[src/rtl/lcd_msg_display.sv]
// HD44780 16x4 character-LCD refresh engine: power-up, init, then endless scan-out of the 64-byte dispMsg snapshot.
// Optional build macro LCD_MSG_ASCII_FILTER_EN replaces non-printable character bytes with a space.
module lcd_msg_display #(
    parameter int unsigned T_PWR = 1000000,
    parameter int unsigned T_EN  = 50,
    parameter int unsigned T_CMD = 2500,
    parameter int unsigned T_CLR = 100000
) (
    input  logic         CLK,
    input  logic         RESET,
    input  logic [0:511] dispMsg,
    output logic [7:0]   LCD_DATA,
    output logic         LCD_RS,
    output logic         LCD_RW,
    output logic         LCD_E,
    output logic         busy,
    output logic         frame_done
);
    localparam int unsigned T_M0  = (T_PWR > T_EN) ? T_PWR : T_EN;
    localparam int unsigned T_M1  = (T_CMD > T_CLR) ? T_CMD : T_CLR;
    localparam int unsigned T_MAX = (T_M0 > T_M1) ? T_M0 : T_M1;
    localparam int unsigned CW    = $clog2(T_MAX + 2);

    localparam logic [CW-1:0] C_PWR = CW'(T_PWR);
    localparam logic [CW-1:0] C_EN  = CW'(T_EN);
    localparam logic [CW-1:0] C_CMD = CW'(T_CMD);
    localparam logic [CW-1:0] C_CLR = CW'(T_CLR);

    localparam logic [2:0] PWR_WAIT    = 3'd0;
    localparam logic [2:0] INIT        = 3'd1;
    localparam logic [2:0] FRAME_LATCH = 3'd2;
    localparam logic [2:0] ROW_ADDR    = 3'd3;
    localparam logic [2:0] CHAR        = 3'd4;

    localparam logic [1:0] SETUP  = 2'd0;
    localparam logic [1:0] STROBE = 2'd1;
    localparam logic [1:0] HOLD   = 2'd2;

    logic [2:0]    r_state;
    logic [1:0]    r_phase;
    logic [CW-1:0] r_cnt;
    logic [1:0]    r_init_idx;
    logic [1:0]    r_row;
    logic [3:0]    r_col;
    logic [0:511]  r_snap;
    logic [7:0]    r_lcd_data;
    logic          r_lcd_rs;
    logic          r_lcd_e;
    logic          r_busy;
    logic          r_frame_done;

    logic [2:0]    w_state_n;
    logic [1:0]    w_phase_n;
    logic [CW-1:0] w_cnt_n;
    logic [CW-1:0] w_cnt_inc;
    logic [CW-1:0] w_hold_len;
    logic [1:0]    w_init_idx_n;
    logic [1:0]    w_row_n;
    logic [3:0]    w_col_n;
    logic [7:0]    w_data_n;
    logic          w_rs_n;
    logic          w_e_n;
    logic          w_busy_n;
    logic          w_fd_n;
    logic          w_latch;
    logic          w_start;
    logic [7:0]    w_start_byte;
    logic          w_start_rs;
    logic          w_last_char;
    logic [5:0]    w_char_idx;
    logic [7:0]    w_raw_char;
    logic [7:0]    w_char;

    function automatic logic [7:0] f_init_cmd(input logic [1:0] idx);
        case (idx)
            2'd0:    return 8'h38;
            2'd1:    return 8'h0C;
            2'd2:    return 8'h06;
            default: return 8'h01;
        endcase
    endfunction

    function automatic logic [7:0] f_row_cmd(input logic [1:0] row);
        case (row)
            2'd0:    return 8'h80;
            2'd1:    return 8'hC0;
            2'd2:    return 8'h90;
            default: return 8'hD0;
        endcase
    endfunction

    assign w_cnt_inc   = r_cnt + 1'b1;
    assign w_hold_len  = (r_state == INIT && r_init_idx == 2'd3) ? C_CLR : C_CMD;
    assign w_last_char = (r_state == CHAR) && (r_row == 2'd3) && (r_col == 4'd15);
    // Index of the character that starts next: column 0 after a row address, else the following column.
    assign w_char_idx  = {r_row, (r_state == CHAR) ? (r_col + 4'd1) : 4'd0};
    assign w_raw_char  = r_snap[{w_char_idx, 3'b000} +: 8];

`ifdef LCD_MSG_ASCII_FILTER_EN
    assign w_char = (w_raw_char < 8'h20 || w_raw_char > 8'h7E) ? 8'h20 : w_raw_char;
`else
    assign w_char = w_raw_char;
`endif

    always_comb begin
        w_state_n    = r_state;
        w_phase_n    = r_phase;
        w_cnt_n      = w_cnt_inc;
        w_init_idx_n = r_init_idx;
        w_row_n      = r_row;
        w_col_n      = r_col;
        w_data_n     = r_lcd_data;
        w_rs_n       = r_lcd_rs;
        w_e_n        = r_lcd_e;
        w_busy_n     = r_busy;
        w_fd_n       = 1'b0;
        w_latch      = 1'b0;
        w_start      = 1'b0;
        w_start_byte = '0;
        w_start_rs   = 1'b0;
        case (r_state)
            PWR_WAIT: begin
                if (r_cnt == C_PWR) begin
                    w_state_n    = INIT;
                    w_init_idx_n = 2'd0;
                    w_start      = 1'b1;
                    w_start_byte = f_init_cmd(2'd0);
                end
            end
            FRAME_LATCH: begin
                w_latch      = 1'b1;
                w_state_n    = ROW_ADDR;
                w_row_n      = 2'd0;
                w_start      = 1'b1;
                w_start_byte = f_row_cmd(2'd0);
            end
            default: begin
                case (r_phase)
                    SETUP: begin
                        w_phase_n = STROBE;
                        w_e_n     = 1'b1;
                        w_cnt_n   = CW'(1);
                    end
                    STROBE: begin
                        if (r_cnt == C_EN) begin
                            w_phase_n = HOLD;
                            w_e_n     = 1'b0;
                            w_cnt_n   = CW'(1);
                            w_fd_n    = w_last_char && (w_hold_len == CW'(1));
                        end
                    end
                    default: begin
                        if (r_cnt != w_hold_len) begin
                            // frame_done must be visible in the final HOLD cycle, so raise it one edge early
                            w_fd_n = w_last_char && (w_cnt_inc == w_hold_len);
                        end else begin
                            case (r_state)
                                INIT: begin
                                    if (r_init_idx == 2'd3) begin
                                        w_state_n = FRAME_LATCH;
                                        w_busy_n  = 1'b0;
                                    end else begin
                                        w_init_idx_n = r_init_idx + 2'd1;
                                        w_start      = 1'b1;
                                        w_start_byte = f_init_cmd(r_init_idx + 2'd1);
                                    end
                                end
                                ROW_ADDR: begin
                                    w_state_n    = CHAR;
                                    w_col_n      = 4'd0;
                                    w_start      = 1'b1;
                                    w_start_byte = w_char;
                                    w_start_rs   = 1'b1;
                                end
                                default: begin
                                    if (r_col == 4'd15) begin
                                        if (r_row == 2'd3) begin
                                            w_state_n = FRAME_LATCH;
                                        end else begin
                                            w_state_n    = ROW_ADDR;
                                            w_row_n      = r_row + 2'd1;
                                            w_start      = 1'b1;
                                            w_start_byte = f_row_cmd(r_row + 2'd1);
                                        end
                                    end else begin
                                        w_col_n      = r_col + 4'd1;
                                        w_start      = 1'b1;
                                        w_start_byte = w_char;
                                        w_start_rs   = 1'b1;
                                    end
                                end
                            endcase
                        end
                    end
                endcase
            end
        endcase
        if (w_start) begin
            w_phase_n = SETUP;
            w_cnt_n   = '0;
            w_data_n  = w_start_byte;
            w_rs_n    = w_start_rs;
            w_e_n     = 1'b0;
        end
    end

    always_ff @(posedge CLK) begin
        if (RESET) begin
            r_state      <= PWR_WAIT;
            r_phase      <= SETUP;
            r_cnt        <= '0;
            r_init_idx   <= '0;
            r_row        <= '0;
            r_col        <= '0;
            r_lcd_data   <= '0;
            r_lcd_rs     <= 1'b0;
            r_lcd_e      <= 1'b0;
            r_busy       <= 1'b1;
            r_frame_done <= 1'b0;
        end else begin
            r_state      <= w_state_n;
            r_phase      <= w_phase_n;
            r_cnt        <= w_cnt_n;
            r_init_idx   <= w_init_idx_n;
            r_row        <= w_row_n;
            r_col        <= w_col_n;
            r_lcd_data   <= w_data_n;
            r_lcd_rs     <= w_rs_n;
            r_lcd_e      <= w_e_n;
            r_busy       <= w_busy_n;
            r_frame_done <= w_fd_n;
        end
    end

    // Snapshot deliberately survives reset; the next FRAME_LATCH overwrites it.
    always_ff @(posedge CLK) begin
        if (w_latch && !RESET) begin
            r_snap <= dispMsg;
        end
    end

    assign LCD_DATA   = r_lcd_data;
    assign LCD_RS     = r_lcd_rs;
    assign LCD_RW     = 1'b0;
    assign LCD_E      = r_lcd_e;
    assign busy       = r_busy;
    assign frame_done = r_frame_done;

endmodule

[config.mk]
export PLATFORM = sky130hd
export DESIGN_NAME = lcd_msg_display
export DESIGN_NICKNAME = d
export VERILOG_FILES = /design/src/rtl/lcd_msg_display.sv
export SDC_FILE = /design/constraint.sdc
export NUM_CORES = 1
export LEC_CHECK = 0
export BUFFER_PORTS_ARGS = -buffer_cell sky130_fd_sc_hd__buf_4
export CORE_UTILIZATION = 54
export DETAILED_ROUTE_END_ITERATION = 8
export PLACE_DENSITY = 0.8
export SKIP_CTS_REPAIR_TIMING = 1
export SYNTH_ARGS = -nofsm -noshare
export SYNTH_HDL_FRONTEND = slang
export SYNTH_SLANG_ARGS = --single-unit
export TNS_END_PERCENT = 20
[constraint.sdc]
create_clock -name CLK -period 35 [get_ports CLK]
set_input_delay 3.5 -clock CLK [delete_from_list [all_inputs] [get_ports CLK]]
set_output_delay 3.5 -clock CLK [all_outputs]
set_load 0.1 [all_outputs]
# --- Word level (Yosys, flattened, before mapping) ---
# Cells that the tools add are included.
word_totals:
  register_bits: 557
  in_bits: 514
  output_inout_bits: 13
  word_cells: 138
op_classes:
  add_sub_neg: 4
  eq_ne: 30
  shift: 1
  n_mux: 58
  bitwise: 7
  reduce_logical: 26
ops:
  columns: ["cell", "n"]
  rows:
  - ["$shiftx A512 B10 Y513", 1]
  - ["$mux W20", 2]
  - ["$pmux W20 S2", 1]
  - ["$mux W8", 4]
  - ["$pmux W8 S2", 2]
  - ["$mux W2", 11]
  - ["$pmux W7 S3", 1]
  - ["$add A20 B1 Y20 const B", 1]
  - ["$eq A20 B17 Y1", 1]
  - ["$eq A20 B20 Y1 const B", 1]
  - ["$eq A20 B6 Y1 const B", 1]
  - ["$ne A20 B17 Y1", 1]
  - ["$pmux W6 S3", 1]
  - ["$eq A17 B1 Y1 const B", 1]
  - ["$mux W17", 1]
  - ["$ne A2 B1 Y1 const B", 8]
  - ["$mux W1", 15]
  - ["$mux W3", 5]
  - ["$reduce_and A5 Y1", 3]
  - ["$mux W6", 2]
  - ["$pmux W2 S2", 3]
  - ["$pmux W3 S2", 2]
  - ["$reduce_and A6 Y1", 2]
  - ["$not A9 Y10", 1]
  - ["24 further kinds", 55]

# --- Logic depth before layout (Yosys ltp) ---
depth:
  ltp_word: 9
  ltp_mapped: 12
  mapped_depth_nobuf: 9

# --- Least setup slack after synthesis ---
# OpenSTA, ideal clock, no wires.
synth_path:
  path_type: "input to register"
  startpoint: "input RESET"
  endpoint: "register r_snap[0] (netlist bit) (enable)"
  setup_ns: 1.402
  arrival_time_ns: 25.114
  required_time_ns: 33.598
  setup_slack_ns: 8.484
  stages: 3
  n_path_buf: 2
  path_cell_list: "clkbuf_1 -> clkbuf_1 -> nor2_1"
synth_between:
  elab_chain_cells: 2
synth_rtl:
  columns: ["element", "line", "text"]
  rows:
  - ["from (decl)", "10", "input logic RESET,"]
  - ["$logic_not A1 Y1", "237", "if (w_latch && !RESET) begin"]
  - ["$logic_and A1 B1 Y1", "237", null]
  - ["to (signal assigned)", "238", "r_snap <= dispMsg;"]
  - ["to (decl)", "45", "logic [0:511] r_snap;"]
# No other way between the ends.
# A chain may end at the register's enable or synchronous reset.

# --- Final worst setup path ---
layout_path:
  startpoint: "input RESET"
  endpoint: "register r_snap[159] (netlist bit) (enable)"
# Same word-level chain as after synthesis.

==> qor.txt <==
Status: completed
CTS tree: done
Mean post-synth cell area: 13.9 um^2
Clk_lat worst skew: 630 ps
Syn_nets: 2,192
CTS H-tree depth: 2
Setup-failing EPs final: 0
Clk sink count: 556
Total grt overflow: 0
Cell Area, Synth: 23,100 um^2
Core area: 42,000 um^2
Setup crit end kind: flip-flop
NetSw: 0.273 mW
Drt initial violations: 2,114
Seq cells post-synth: 556
Worst-case clock buffer depth: 3
Hold WS: 489 ps
Vias in the first global route: 17,000
Net Sw Frac: 20.1%
Port bufs: 525
CP required: 35,230 ps
Final hold vios: 0
Clock power share: 42.4%
Max-cap violations: 0
Critical path fanouts, max: 199
# IOs: 527
Clock skew: 22.3 ps
First-pass GRT wire length: 108 mm
Detailed-route vias per instance: 6.21
Initial antenna violation count: 16
Logic pwr share: 4.2%
Clock transition at path regs: 60 ps
Setup TNS: 0 ps
Main flop type after synthesis: edfxtp_1
Tmin final: 6340 ps
Starting density of the core: 55.0%
Unique cell type count in the Yosys netlist: 76
Routed via count: 17,100
P_leak: 10.4 nW
DRT antenna net count: 0
Die height: 209 um
Cells after DPL: 2,629
Async S/R FF share, synth: 0%
GPL Wtd Cong: 0.966
Final period util: 18.1%
Die area: 43,600 um^2
DRC: 0
Critical path arrival: 6570 ps
PD cells: 46.5 nW/um^2
Critical path startpoint category: primary input
Avg WL per Cell: 27.5 um
Share of cells above drive strength 1: 30.5%
Synth Instances: 1,666
Synth Warn #: 0
Sequential fraction of the synthesis area: 70.4%
Slew headroom: 13.0%
Gr usage total: 34.3%
Peak VDD IR: 44.7 uV
Setup repair after global routing missed its margin: false
Row cnt: 75
Seq pwr share: 53.4%
CTS Buf Count: 55
Post-synth EDFFs: 512
Area Growth Syn to Fin: 26.5%
Int Pwr: 1.09 mW
Post-DP HPWL: 51.9 mm
Routed WL: 75.5 mm
Slew @ Worst Pin: 1310 ps
Final #Nets: 2,673
CTS root buffer: clkbuf_16
Worst min-delay path category: flip-flop to flip-flop
Slew Viols, Final: 0
DIE WIDTH: 209 um
Final cell count without fillers: 2,745
WS Path Type: primary input to flip-flop
Pin count of the biggest net entering global routing: 200
First-pass DRT Iterations: 6
Fmax achieved: 0.158 GHz
state kept, by name, summed over array words and instances (netlist names):
register	flops
LCD_RS	1
busy	1
r_snap	512
r_col	4
r_state	3
LCD_DATA	8
r_init_idx	2
frame_done	1
r_phase	2
r_row	2
r_cnt	20
area by class of cell:
cell class | instances | area [um^2]
diodes | 15 | 37.5
clock buffers | 66 | 1440
clock inverters | 35 | 309
fillers | 2834 | 12800
inverters | 13 | 48.8
multi-input cells | 973 | 6320
flip-flops and latches | 556 | 16300
well taps | 539 | 674
repair buffers | 548 | 4140
worst max-delay path, stage by stage:
cell and delay, ps:
buf_4 190, nor2_4 830, buf_12 690, buf_4 980
worst paths after layout:
| path | startpoint | end | slack [ps] | cells past startpoint |
|---|---|---|---|---|
| setup reg to reg | r_col[0] | LCD_DATA[1] | 30150 | 10 |
| hold reg to reg | LCD_RS | LCD_RS | 490 | 2 |
| hold / removal | LCD_RS | LCD_RS | 490 | 2 |
| setup / recovery | RESET | r_snap[159] | 28660 | 4 |
layout by cell type (no fill, tap or decap), types with 18 or more instances in the layout:
master	n
nor2_1	67
nor2b_1	24
nor3_1	49
a211oi_1	47
dfxtp_1	43
a221oi_1	36
buf_4	546
edfxtp_1	512
nand3_1	84
o211ai_1	21
mux2i_1	66
nand2_1	204
o21ai_0	41
and3_1	18
clkbuf_16	56
a21oi_1	42
a31oi_1	26
metrics by stage:
step	cell area (um^2)	total power, mW	utilization, %	setup WS, ps
final	29200	1.36	69.5	28660
after detailed placement	27400	0.797	65.3	28100
after global placement	27400	0.796	65.3	28220
after global routing	29200	1.39	69.5	28520
after CTS	29200	1.36	69.4	28780
after floorplan	23100	0.748	-	8480
power by group through the flow:
stage	registers [mW]	clock network, mW	logic (mW)
floorplan	0.741	0	0.00698
global placement	0.741	0	0.0551
detailed placement	0.741	0	0.0558
CTS	0.727	0.582	0.0561
global route	0.726	0.606	0.0595
finish	0.727	0.577	0.0565
synthesized netlist by cell type (all sizes together), types with 11 or more instances:
cell / number / area (um^2)
mux2i: 67 / 671
xnor2: 16 / 140
a221oi: 36 / 315
nor2b: 24 / 150
nor2: 69 / 262
nand3: 84 / 420
ha: 12 / 150
nor3: 50 / 255
o211ai: 21 / 158
o21ai: 44 / 220
a31oi: 26 / 163
a21oi: 42 / 210
a22oi: 11 / 82.6
and3: 18 / 113
edfxtp: 512 / 15400
mux2: 14 / 158
buf: 60 / 340
clkbuf: 64 / 241
inv: 13 / 48.8
a311oi: 14 / 123
nand4: 17 / 106
a2111oi: 12 / 105
nand2: 205 / 769
dfxtp: 44 / 881
o22ai: 13 / 81.3
a211oi: 47 / 353
logic make-up after synthesis:
group,synth area share (%)
flops,70.4
simple gates,10.9
compound gates,9.99
buf+inv,2.73
mux,4.46
xor+xnor,0.910
fa+ha+maj,0.650
other cells,0.0162
metal layers:
layer | routed length, um | GRT usage (%) | part of all wire (%) | vias up
li1 | - | - | - | 7453
met1 | 27300 | 43.4 | 36 | 8262
met4 | 3910 | 18.2 | 5.2 | 0
met5 | 0 | 0 | 0 | -
met2 | 37400 | 56.2 | 50 | 1134
met3 | 6890 | 6.69 | 9.1 | 205
No activity file was read; power rests on OpenSTA's default activity.
